===== src/rtl/ins_analyser.sv =====
// ins_analyser: combinational MIPS-style R/I/J instruction class decode with
// writeback hints, plus clocked first-illegal-instruction capture.
// Optional statistics counters are enabled by defining INS_ANALYSER_STATS_EN.
module ins_analyser #(
  parameter int unsigned CNT_W = 16
) (
  input  logic             clk,
  input  logic             rst_n,
  input  logic [31:0]      IR,
  input  logic             ir_valid,
  output logic             isLoad,
  output logic             isStore,
  output logic             isALUR,
  output logic             isALUImm,
  output logic             isBranch,
  output logic             isJump,
  output logic             isNop,
  output logic             isIllegal,
  output logic             wr_en,
  output logic             wr_rt,
  output logic             illegal_seen,
  output logic [31:0]      illegal_ir,
  output logic [CNT_W-1:0] ins_count,
  output logic [CNT_W-1:0] illegal_count
);

  localparam int unsigned OP_W    = 6;
  localparam int unsigned FUNCT_W = 6;

  logic [OP_W-1:0]    op;
  logic [FUNCT_W-1:0] funct;

  assign op    = IR[31:26];
  assign funct = IR[5:0];

  // Class decode: only op (and funct when op==0) select the class; IR==0 is the canonical NOP.
  always_comb begin
    isLoad   = 1'b0;
    isStore  = 1'b0;
    isALUR   = 1'b0;
    isALUImm = 1'b0;
    isBranch = 1'b0;
    isJump   = 1'b0;
    isNop    = (IR == 32'h0);
    case (op)
      6'h00: begin
        if (!isNop) begin
          case (funct)
            6'h00, 6'h02, 6'h03, 6'h04, 6'h06, 6'h07,
            6'h20, 6'h21, 6'h22, 6'h23, 6'h24, 6'h25, 6'h26, 6'h27,
            6'h2A, 6'h2B: isALUR = 1'b1;
            6'h08:        isJump = 1'b1;
            default:      ;
          endcase
        end
      end
      6'h02, 6'h03:                      isJump   = 1'b1;
      6'h04, 6'h05:                      isBranch = 1'b1;
      6'h08, 6'h09, 6'h0A, 6'h0B,
      6'h0C, 6'h0D, 6'h0E, 6'h0F:        isALUImm = 1'b1;
      6'h20, 6'h21, 6'h23, 6'h24, 6'h25: isLoad   = 1'b1;
      6'h28, 6'h29, 6'h2B:               isStore  = 1'b1;
      default:                           ;
    endcase
    isIllegal = ~(isLoad | isStore | isALUR | isALUImm | isBranch | isJump | isNop);
  end

  // Writeback hints follow directly from the class flags.
  always_comb begin
    wr_en = isALUR | isALUImm | isLoad;
    wr_rt = isALUImm | isLoad | isStore;
  end

  // Sticky capture of the first illegal valid instruction since reset.
  always_ff @(posedge clk or negedge rst_n) begin
    if (!rst_n) begin
      illegal_seen <= 1'b0;
      illegal_ir   <= 32'h0;
    end else if (ir_valid && isIllegal && !illegal_seen) begin
      illegal_seen <= 1'b1;
      illegal_ir   <= IR;
    end
  end

`ifdef INS_ANALYSER_STATS_EN
  localparam logic [CNT_W-1:0] CNT_MAX = '1;

  // Saturating counters of valid and illegal valid instructions.
  always_ff @(posedge clk or negedge rst_n) begin
    if (!rst_n) begin
      ins_count     <= '0;
      illegal_count <= '0;
    end else if (ir_valid) begin
      if (ins_count != CNT_MAX) begin
        ins_count <= ins_count + CNT_W'(1);
      end
      if (isIllegal && (illegal_count != CNT_MAX)) begin
        illegal_count <= illegal_count + CNT_W'(1);
      end
    end
  end
`else
  assign ins_count     = '0;
  assign illegal_count = '0;
`endif

endmodule


===== config.mk =====
export PLATFORM = sky130hd
export DESIGN_NAME = ins_analyser
export DESIGN_NICKNAME = d
export VERILOG_FILES = /design/src/rtl/ins_analyser.sv
export SDC_FILE = /design/constraint.sdc
export NUM_CORES = 1
export LEC_CHECK = 0
export ABC_AREA = 1
export CAP_MARGIN = 20
export CORE_UTILIZATION = 35
export DETAILED_ROUTE_END_ITERATION = 10
export GPL_ROUTABILITY_DRIVEN = 1
export PLACE_DENSITY = 0.77
export SYNTH_ARGS = -nofsm -noshare
export SYNTH_HDL_FRONTEND = slang
export SYNTH_SLANG_ARGS = --single-unit

===== constraint.sdc =====
create_clock -name clk -period 1.2 [get_ports clk]
set_input_delay 0.18 -clock clk [delete_from_list [all_inputs] [get_ports clk]]
set_output_delay 0.18 -clock clk [all_outputs]
set_load 0.005 [all_outputs]

======== Word level (Yosys, flattened, before mapping) ========
Cells that the tools add are included.
cells by class
  add/subtract/negate cells ............... 0
  $mul .................................... 0
  divide/modulo/power cells ............... 0
  magnitude comparators ................... 0
  eq/ne operators ......................... 36
  shift operators ......................... 0
  multiplexer cells ....................... 10
  bitwise gates (word level) .............. 11
  reduce and logical (&&, ||, !) cells .... 12
operators with widths
  operator            number
  $eq 6x6->1 const B  18
  $eq 6x4->1 const B  9
  $logic_not 32->1    1
  $eq 6x3->1 const B  5
  $eq 6x2->1 const B  4
  $reduce_or 16->1    1
  $logic_not 6->1     2
  $or 1x1->1          10
  $mux 1              9
  $reduce_or 8->1     1
  $reduce_or 5->1     1
  $reduce_or 2->1     2
  $reduce_or 3->1     1
  $logic_and 1x1->1   2
  $pmux 1 s2          1
  $logic_not 1->1     1
  $not 1->1           1
storage, ports and cells
  flip-flop bits (word level) ............. 33
  latch bits .............................. 0
  bits in writable memories ............... 0
  memory bits (read-only) ................. 0
  bits of input ports ..................... 35
  output and inout bits ................... 75
  word-level logic and storage cells ...... 71
  memories kept ........................... 0

======== Logic depth before layout (Yosys ltp) ========
Gate-level depths: netlist of run 1.
  depth after elaboration ................. 13
  mapped depth ............................ 11
  mapped depth without buffers ............ 10

======== Least setup slack after synthesis of run 1 ========
No wires, ideal clock.
  path kind ............................... register to register
  from .................................... register illegal_seen
  to ...................................... register illegal_ir[0]
  setup time .............................. 66 ps
  arrival ................................. 1192 ps
  slack ................................... -57 ps
  stages on the path, launching flop included .. 5
  cells stage by stage .................... dfrtp_1 > nor2_1 > clkbuf_1 > nand4_1 > nand2_1
between the ends
  cells in the longest elaborated chain, start to end .. 2
ends and longest elaborated chain
  what                    line  source
  start, declared         21    output logic illegal_seen,
  start signal, assigned  77    illegal_seen <= 1'b0;
  start signal, assigned  80    illegal_seen <= 1'b1;
  $logic_not 1->1         79    end else if (ir_valid && isIllegal && !illegal_seen) begin
  $logic_and 1x1->1       79
  end signal, assigned    78    illegal_ir <= 32'h0;
  end signal, assigned    81    illegal_ir <= IR;
  end, declared           22    output logic [31:0] illegal_ir,
Every way passes these cells.
A chain may end at the register's enable or synchronous reset.

======== Worst setup path after layout of run 1 ========
  from .................................... input IR[28]
  to ...................................... register illegal_ir[18]
between the ends
  cells in the longest elaborated chain, start to end .. 12
  elaborated cells between the ends (all ways) .. 44
  those cells by class .................... eq/ne (20); mux (8); bitwise (7); reduce/logical (9)
ends and longest elaborated chain
  what                                                       line  source
  start, declared                                            9     input logic [31:0] IR,
  $eq 6x6->1                                                 45    case (op)
  $reduce_or 5->1 / $reduce_or 3->1 (equally long branches)  45
  $mux 1                                                     45
  $or 1x1->1 (5 in series)                                   65    isIllegal = ~(isLoad | isStore | isALUR | isALUImm | isBranch | isJump | isNop);
  $or 1x1->1 *                                               65
  $not 1->1 *                                                65
  $logic_and 1x1->1 * (2 in series)                          79
Mark *: on every way between the ends. The rest lies on a longest branch, timed or not.

==> results of run 1 <==
==> timing repair <==
action / 4_1_cts / 5_1_grt
resized for setup: 250 / 86
buffers inserted: 22 / 5
pin swaps: 30 / 16
gates cloned: 2 / 3
endpoints found under the setup margin: 76 / 44
==> through the flow <==
step,setup WS [ns],instance area (sq um),util (%),hold slack (ns)
floorplan,0.0314,2110,-,-0.116
finish,-0.225,3680,66.9,0.138
CTS,-0.175,3350,60.9,0.144
global placement,-0.975,2980,54.2,0.455
global route,-0.296,3680,66.9,0.158
detailed placement,-1.01,2980,54.2,0.458
==> where the power goes <==
part / internal, uW / switching [uW]
Combinational: 387 / 340
Sequential: 1180 / 49.5
Clock: 381 / 389
Total: 1950 / 778
==> layer usage <==
metal,vias to the layer above,wire length [microns],track usage [%]
met1,1056,2680,25.2
met3,12,379,4.71
met4,0,117,5.66
met2,91,3330,36.5
li1,1030,-,-
met5,-,0,0
==> tightest hold or removal path, stage by stage <==
cell and delay (ns):
buf_6 0.07, nand4_1 0.07, nand2_1 0.07
==> synth_stat cells, drive strengths merged <==
library cell / count / area [sq um]
o21bai: 1 / 7.51
dfrtp: 33 / 826
nand3: 7 / 52.6
clkbuf: 3 / 11.3
nand4: 34 / 228
nor3: 3 / 20.0
nand2: 82 / 318
nor2: 20 / 100
nor4: 4 / 25.0
inv: 19 / 71.3
buf: 41 / 323
conb: 1 / 3.75
a21oi: 1 / 8.76
==> cells in the final DEF, fill, tap and decap left out <==
| cell type | count |
|---|---|
| a21oi_4 | 1 |
| buf_12 | 5 |
| buf_2 | 20 |
| buf_4 | 41 |
| buf_6 | 24 |
| buf_8 | 5 |
| bufbuf_16 | 1 |
| clkbuf_16 | 2 |
| clkbuf_2 | 3 |
| clkbuf_8 | 5 |
| clkdlybuf4s15_1 | 3 |
| clkdlybuf4s15_2 | 3 |
| clkdlybuf4s50_1 | 2 |
| clkinv_2 | 1 |
| conb_1 | 32 |
| dfrtp_1 | 33 |
| dlygate4sd2_1 | 36 |
| inv_1 | 8 |
| inv_2 | 7 |
| inv_4 | 3 |
| inv_6 | 1 |
| nand2_1 | 28 |
| nand2_2 | 38 |
| nand2_4 | 16 |
| nand3_1 | 2 |
| nand3_2 | 2 |
| nand3_4 | 3 |
| nand4_1 | 33 |
| nand4_4 | 1 |
| nor2_1 | 4 |
| nor2_2 | 6 |
| nor2_4 | 10 |
| nor3_2 | 1 |
| nor3_4 | 2 |
| nor4_2 | 1 |
| nor4_4 | 3 |
| o21bai_1 | 1 |
==> kinds of logic (layout without fill, tap and decap cells) <==
group	Yosys count	after routing
buffers and inverters	63	170
other	1	32
flip-flops	33	33
AO/OA/AOI/OAI	2	2
AND/OR/NAND/NOR	150	150
==> layout make-up <==
type                       count  area (sq um)
multi-input combinational    184          1260
timing repair buffer         145          1350
fill                         451          1820
inverter                      19          83.8
clock inverter                 1          5.00
clock buffer                   5          68.8
sequential                    33           826
tap                           72          90.1
==> flip-flops by register name (all words and copies together), names as in the netlist <==
signal        count
illegal_ir       32
illegal_seen      1
==> worst min path at each step <==
stage | start | endpoint | slack [ns] | cells past startpoint
after global routing | IR[24] | illegal_ir[24] | 0.16 | 3
after global placement | illegal_ir[14] | illegal_ir[14] | 0.45 | 2
after CTS | IR[24] | illegal_ir[24] | 0.14 | 3
after detailed placement | illegal_ir[9] | illegal_ir[9] | 0.46 | 2
after floorplan | rst_n | illegal_ir[0] | -0.12 | 0
final | IR[25] | illegal_ir[25] | 0.14 | 3
==> results.json, run 1 <==
{
  "antenna_found_initial": 0,
  "fin_tns_setup_ns": -7.35,
  "clock_sinks": 33,
  "synth-compound-area-share_pct": 0.816,
  "gp_congestion": 0.773,
  "worst_r2r_startpoint": "illegal_seen",
  "crit_type": "in2reg",
  "ioPinCount": 110,
  "viasPerCell": 4.77,
  "syn_to_final_growth_pct": 84.8,
  "worst-r2r-cell-count": 7,
  "cpLargestDelayFamily": "buffers and inverters",
  "crit_path_start_kind": "input pin",
  "synth_xor_area_share_pct": 0,
  "overflow": 0,
  "power.leakage_uw": 0.00199,
  "holdCritPathClass": "in2reg",
  "clk-insertion-delay-late_ns": 0.28,
  "synthDistinctLibCells": 23,
  "end_kind": "register",
  "hpwl_microns": 3850,
  "min_period_ns": 1.42,
  "wl_microns": 6510,
  "diodes": 0,
  "start_util_pct": 36.2,
  "firstDrtPassIters": 6,
  "clk_pin_slew_ns": 0.07,
  "grt_pass1_wl_microns": 9700,
  "via_count": 2189,
  "cts_made_buffers": 5,
  "core_region_area_sq_um": 5510,
  "fin_cells": 459,
  "crit_chain": "buf_8 > buf_6 > inv_4 > nand2_4 > nand2_2 > nand2_2 > buf_6 > buf_6 > nand2_4 > buf_6 > nor2_4 > nand4_4 > clkbuf_16 > nand2_4 > nand2_1",
  "cts_tree": "built",
  "io_buffers": 77,
  "drv_cap": 0,
  "post_drt_wl_per_cell_microns": 14.2,
  "cpMostUsedCell": "buf_6",
  "powerDensity_nw_per_um2": 740,
  "path_buf_inv": 7,
  "violations": "setup timing",
  "cts_buffer_depth": 2,
  "skew_ns": 0.00560,
  "drive_above_1_share_pct": 53.0,
  "syn_area_per_cell_sq_um": 8.01,
  "r2r-end": "illegal_ir[18]",
  "worst_slack_ns": -0.225,
  "synth_cells": 249,
  "drtAntennaViolNets": 0,
  "totalPowerFinal_uw": 2730,
  "ctsHtreeMaxLevel": 2,
  "synthMuxAreaShare_pct": 0,
  "ys_warn_count": 0,
  "startpoint": "IR[28]",
  "nNetsFinal": 423,
  "ys_ff_latch": 33,
  "die_area_sq_um": 6000,
  "worstPathArrival_ns": 1.60,
  "timing.fmax_mhz": 702,
  "synth_top_family_by_area": "simple AND/OR/NAND/NOR gates",
  "grt_start_max_net_pins": 34,
  "yosysSeqAreaShare_pct": 41.4,
  "drc": 0,
  "finalCritPeriodShare_pct": 119,
  "synth-adder-area-share_pct": 0,
  "drv_slew": 0,
  "grt_usage_pct": 20.7,
  "crit_path_top_delay_cell": "clkbuf_16",
  "die_x_microns": 77.5,
  "rsz0062_at_grt": "true",
  "cpPeakStageDelay_ns": 0.25,
  "hold_violations": 0,
  "crit_path_end": "illegal_ir[18]",
  "num_rows": 27,
  "crit_required_ns": 1.37,
  "clockRootBuffer": "clkbuf_8",
  "dieHeight_microns": 77.5,
  "setup_viol": 41,
  "hold_buffers": 0,
  "cp_max_fo": 6,
  "syn_area_sq_um": 1990,
  "rrSetupSlack_ns": -0.20,
  "grt_pass1_vias": 2041,
  "synthSimpleGateAreaFrac_pct": 37.3,
  "cp_num_cells": 15,
  "status": "finished with violations",
  "peakVddDrop_v": 0.000443,
  "drtIter0Drc": 86,
  "dp_cells": 424
}
Power figures use the tool's default switching activity.
==> run 2, diff against run 1 <==
Settings changed: SLEW_MARGIN set to 10.
==> results of run 2 <==
Same layout as run 1: the final DEF is identical, and so are final timing and power.
==> run 3, diff against run 2 <==
Settings changed: TNS_END_PERCENT set to 30.
==> results.json, run 3 (synthesis results as in run 1) <==
{
  "status": "finished with violations",
  "violations": "setup timing",
  "powerDensity_nw_per_um2": 759,
  "hold_slack_ns": 0.148,
  "peakVddDrop_v": 0.000432,
  "core_region_area_sq_um": 5510,
  "crit_path_start_kind": "input pin",
  "crit_path_top_delay_cell": "clkbuf_16",
  "drtAntennaViolNets": 0,
  "io_buffers": 77,
  "dieHeight_microns": 77.5,
  "rsz0062_at_grt": "true",
  "skew_ns": 0.00734,
  "n_fill_cell": 472,
  "grt_start_max_net_pins": 34,
  "overflow": 0,
  "hpwl_microns": 3850,
  "met2_usage_pct": 36.0,
  "top_register": "illegal_ir",
  "cpLargestDelayFamily": "buffers and inverters",
  "clk-insertion-delay-late_ns": 0.28,
  "cts_tree": "built",
  "whs_path_depth": 3,
  "crit_type": "in2reg",
  "antenna_found_initial": 0,
  "cts_made_buffers": 5,
  "end_kind": "register",
  "drv_cap": 0,
  "setup_viol": 41,
  "hold_violations": 0,
  "clock_sinks": 33,
  "power.leakage_uw": 0.00192,
  "min_period_ns": 1.43,
  "place_area_sq_um": 2980,
  "crit_chain": "buf_8 > buf_4 > nand2_4 > nor2_2 > nand2_2 > buf_6 > buf_6 > nand2_4 > buf_6 > nor2_4 > nand4_4 > clkbuf_16 > nand2_1 > nand2_1",
  "drv_slew": 0,
  "gp_congestion": 0.773,
  "worst_slack_ns": -0.227,
  "most-common-layout-cells": "nand2_1, dlygate4sd2_1, buf_4",
  "nNetsFinal": 412,
  "dp_cells": 424,
  "via_count": 2120,
  "start_util_pct": 36.2,
  "die_area_sq_um": 6000,
  "layout_commonest_cell": "nand2_1",
  "fin_tns_setup_ns": -7.51,
  "drive_above_1_share_pct": 45.2,
  "cp_num_cells": 14,
  "worst-r2r-cell-count": 7,
  "largest_register_ffs": 32,
  "cp_max_fo": 11,
  "holdCritPathClass": "in2reg",
  "grt_pass1_vias": 2023,
  "ctsHtreeMaxLevel": 2,
  "timing.fmax_mhz": 701,
  "multi_input_area_sq_um": 1180,
  "stdcell_area_sq_um": 3510,
  "use_met3_pct": 4.71,
  "viasPerCell": 4.73,
  "crit_required_ns": 1.37,
  "ioPinCount": 110,
  "drc": 0,
  "post_drt_wl_per_cell_microns": 13.8,
  "rrSetupSlack_ns": -0.19,
  "globalRouteMet1Util_pct": 25.2,
  "clockRootBuffer": "clkbuf_8",
  "grt_usage_pct": 20.7,
  "path_buf_inv": 6,
  "fin_cells": 448,
  "syn_to_final_growth_pct": 75.9,
  "drtIter0Drc": 93,
  "num_rows": 27,
  "firstDrtPassIters": 4,
  "die_x_microns": 77.5,
  "register_area_sq_um": 826,
  "cpMostUsedCell": "buf_6",
  "finalCritPeriodShare_pct": 119,
  "cts_buffer_depth": 2,
  "wl_microns": 6180,
  "clk_pin_slew_ns": 0.07,
  "grt_pass1_wl_microns": 9630,
  "cpPeakStageDelay_ns": 0.24,
  "diodes": 0,
  "worstPathArrival_ns": 1.60,
  "top_regs": "illegal_ir (32), illegal_seen (1)",
  "top_usage_layer": "met2",
  "hold_buffers": 0
}
run 3: changes by cell type in the layout (fill, tap and decap cells not counted), sizes merged:
cell / before / now
buf: 95 / 82
clkbuf: 10 / 8
clkdlybuf4s15: 6 / 9
dlygate4sd2: 36 / 37
run 3: path summary, 6_finish.rpt:
check	from	to
min reg2reg	illegal_ir[9]	illegal_ir[9]
max reg2reg	illegal_seen	illegal_ir[16]
min	IR[24]	illegal_ir[24]
max in group asynchronous	rst_n	illegal_ir[7]
min in group asynchronous	rst_n	illegal_ir[22]
max	IR[31]	illegal_ir[16]
run 3: per-stage QoR:
| stage | util [%] | power [uW] | worst slack [ns] |
|---|---|---|---|
| after global routing | 63.7 | 2800 | -0.285 |
| after CTS | 59.6 | 2610 | -0.175 |
| final | 63.7 | 2660 | -0.227 |
| after global placement | 54.2 | 1830 | -0.975 |
| after detailed placement | 54.2 | 1840 | -1.01 |
| after floorplan | - | 1500 | 0.0314 |
run 3: layout make-up:
cell class                      count  area share (%)
Sequential cell                    33            23.5
Timing Repair Buffer              134            35.8
Tap cell                           72            2.57
Clock buffer                        5            1.96
Inverter                           19            2.25
Clock inverter                      1           0.143
Multi-Input combinational cell    184            33.7
run 3: worst reg2reg max path, cell delays in order, from the launching register on:
cell	delay (ns)
dfrtp_1	0.40
buf_6	0.13
nor2_4	0.12
buf_12	0.13
nand4_4	0.17
clkbuf_16	0.24
nand2_1	0.06
nand2_1	0.05
run 3: power breakdown:
part	total [uW]	switching (uW)	internal (uW)
sequential	1230	46.9	1180
clock	770	389	381
combinational	665	318	347
run 3: timing repair:
action                     4_1_cts  5_1_grt
resized for setup              249       47
buffers inserted                13        3
setup endpoints to repair       76       44
pin swaps                       30       14
cloned                           2        2
run 3: per-layer routing:
metal  vias up  share of wire (%)  wire length [microns]
met5         -                  0                      0
met3        12                6.2                    382
li1       1009                  -                      -
met4         0                1.7                    105
met1      1004                 41                   2530
met2        95                 51                   3160
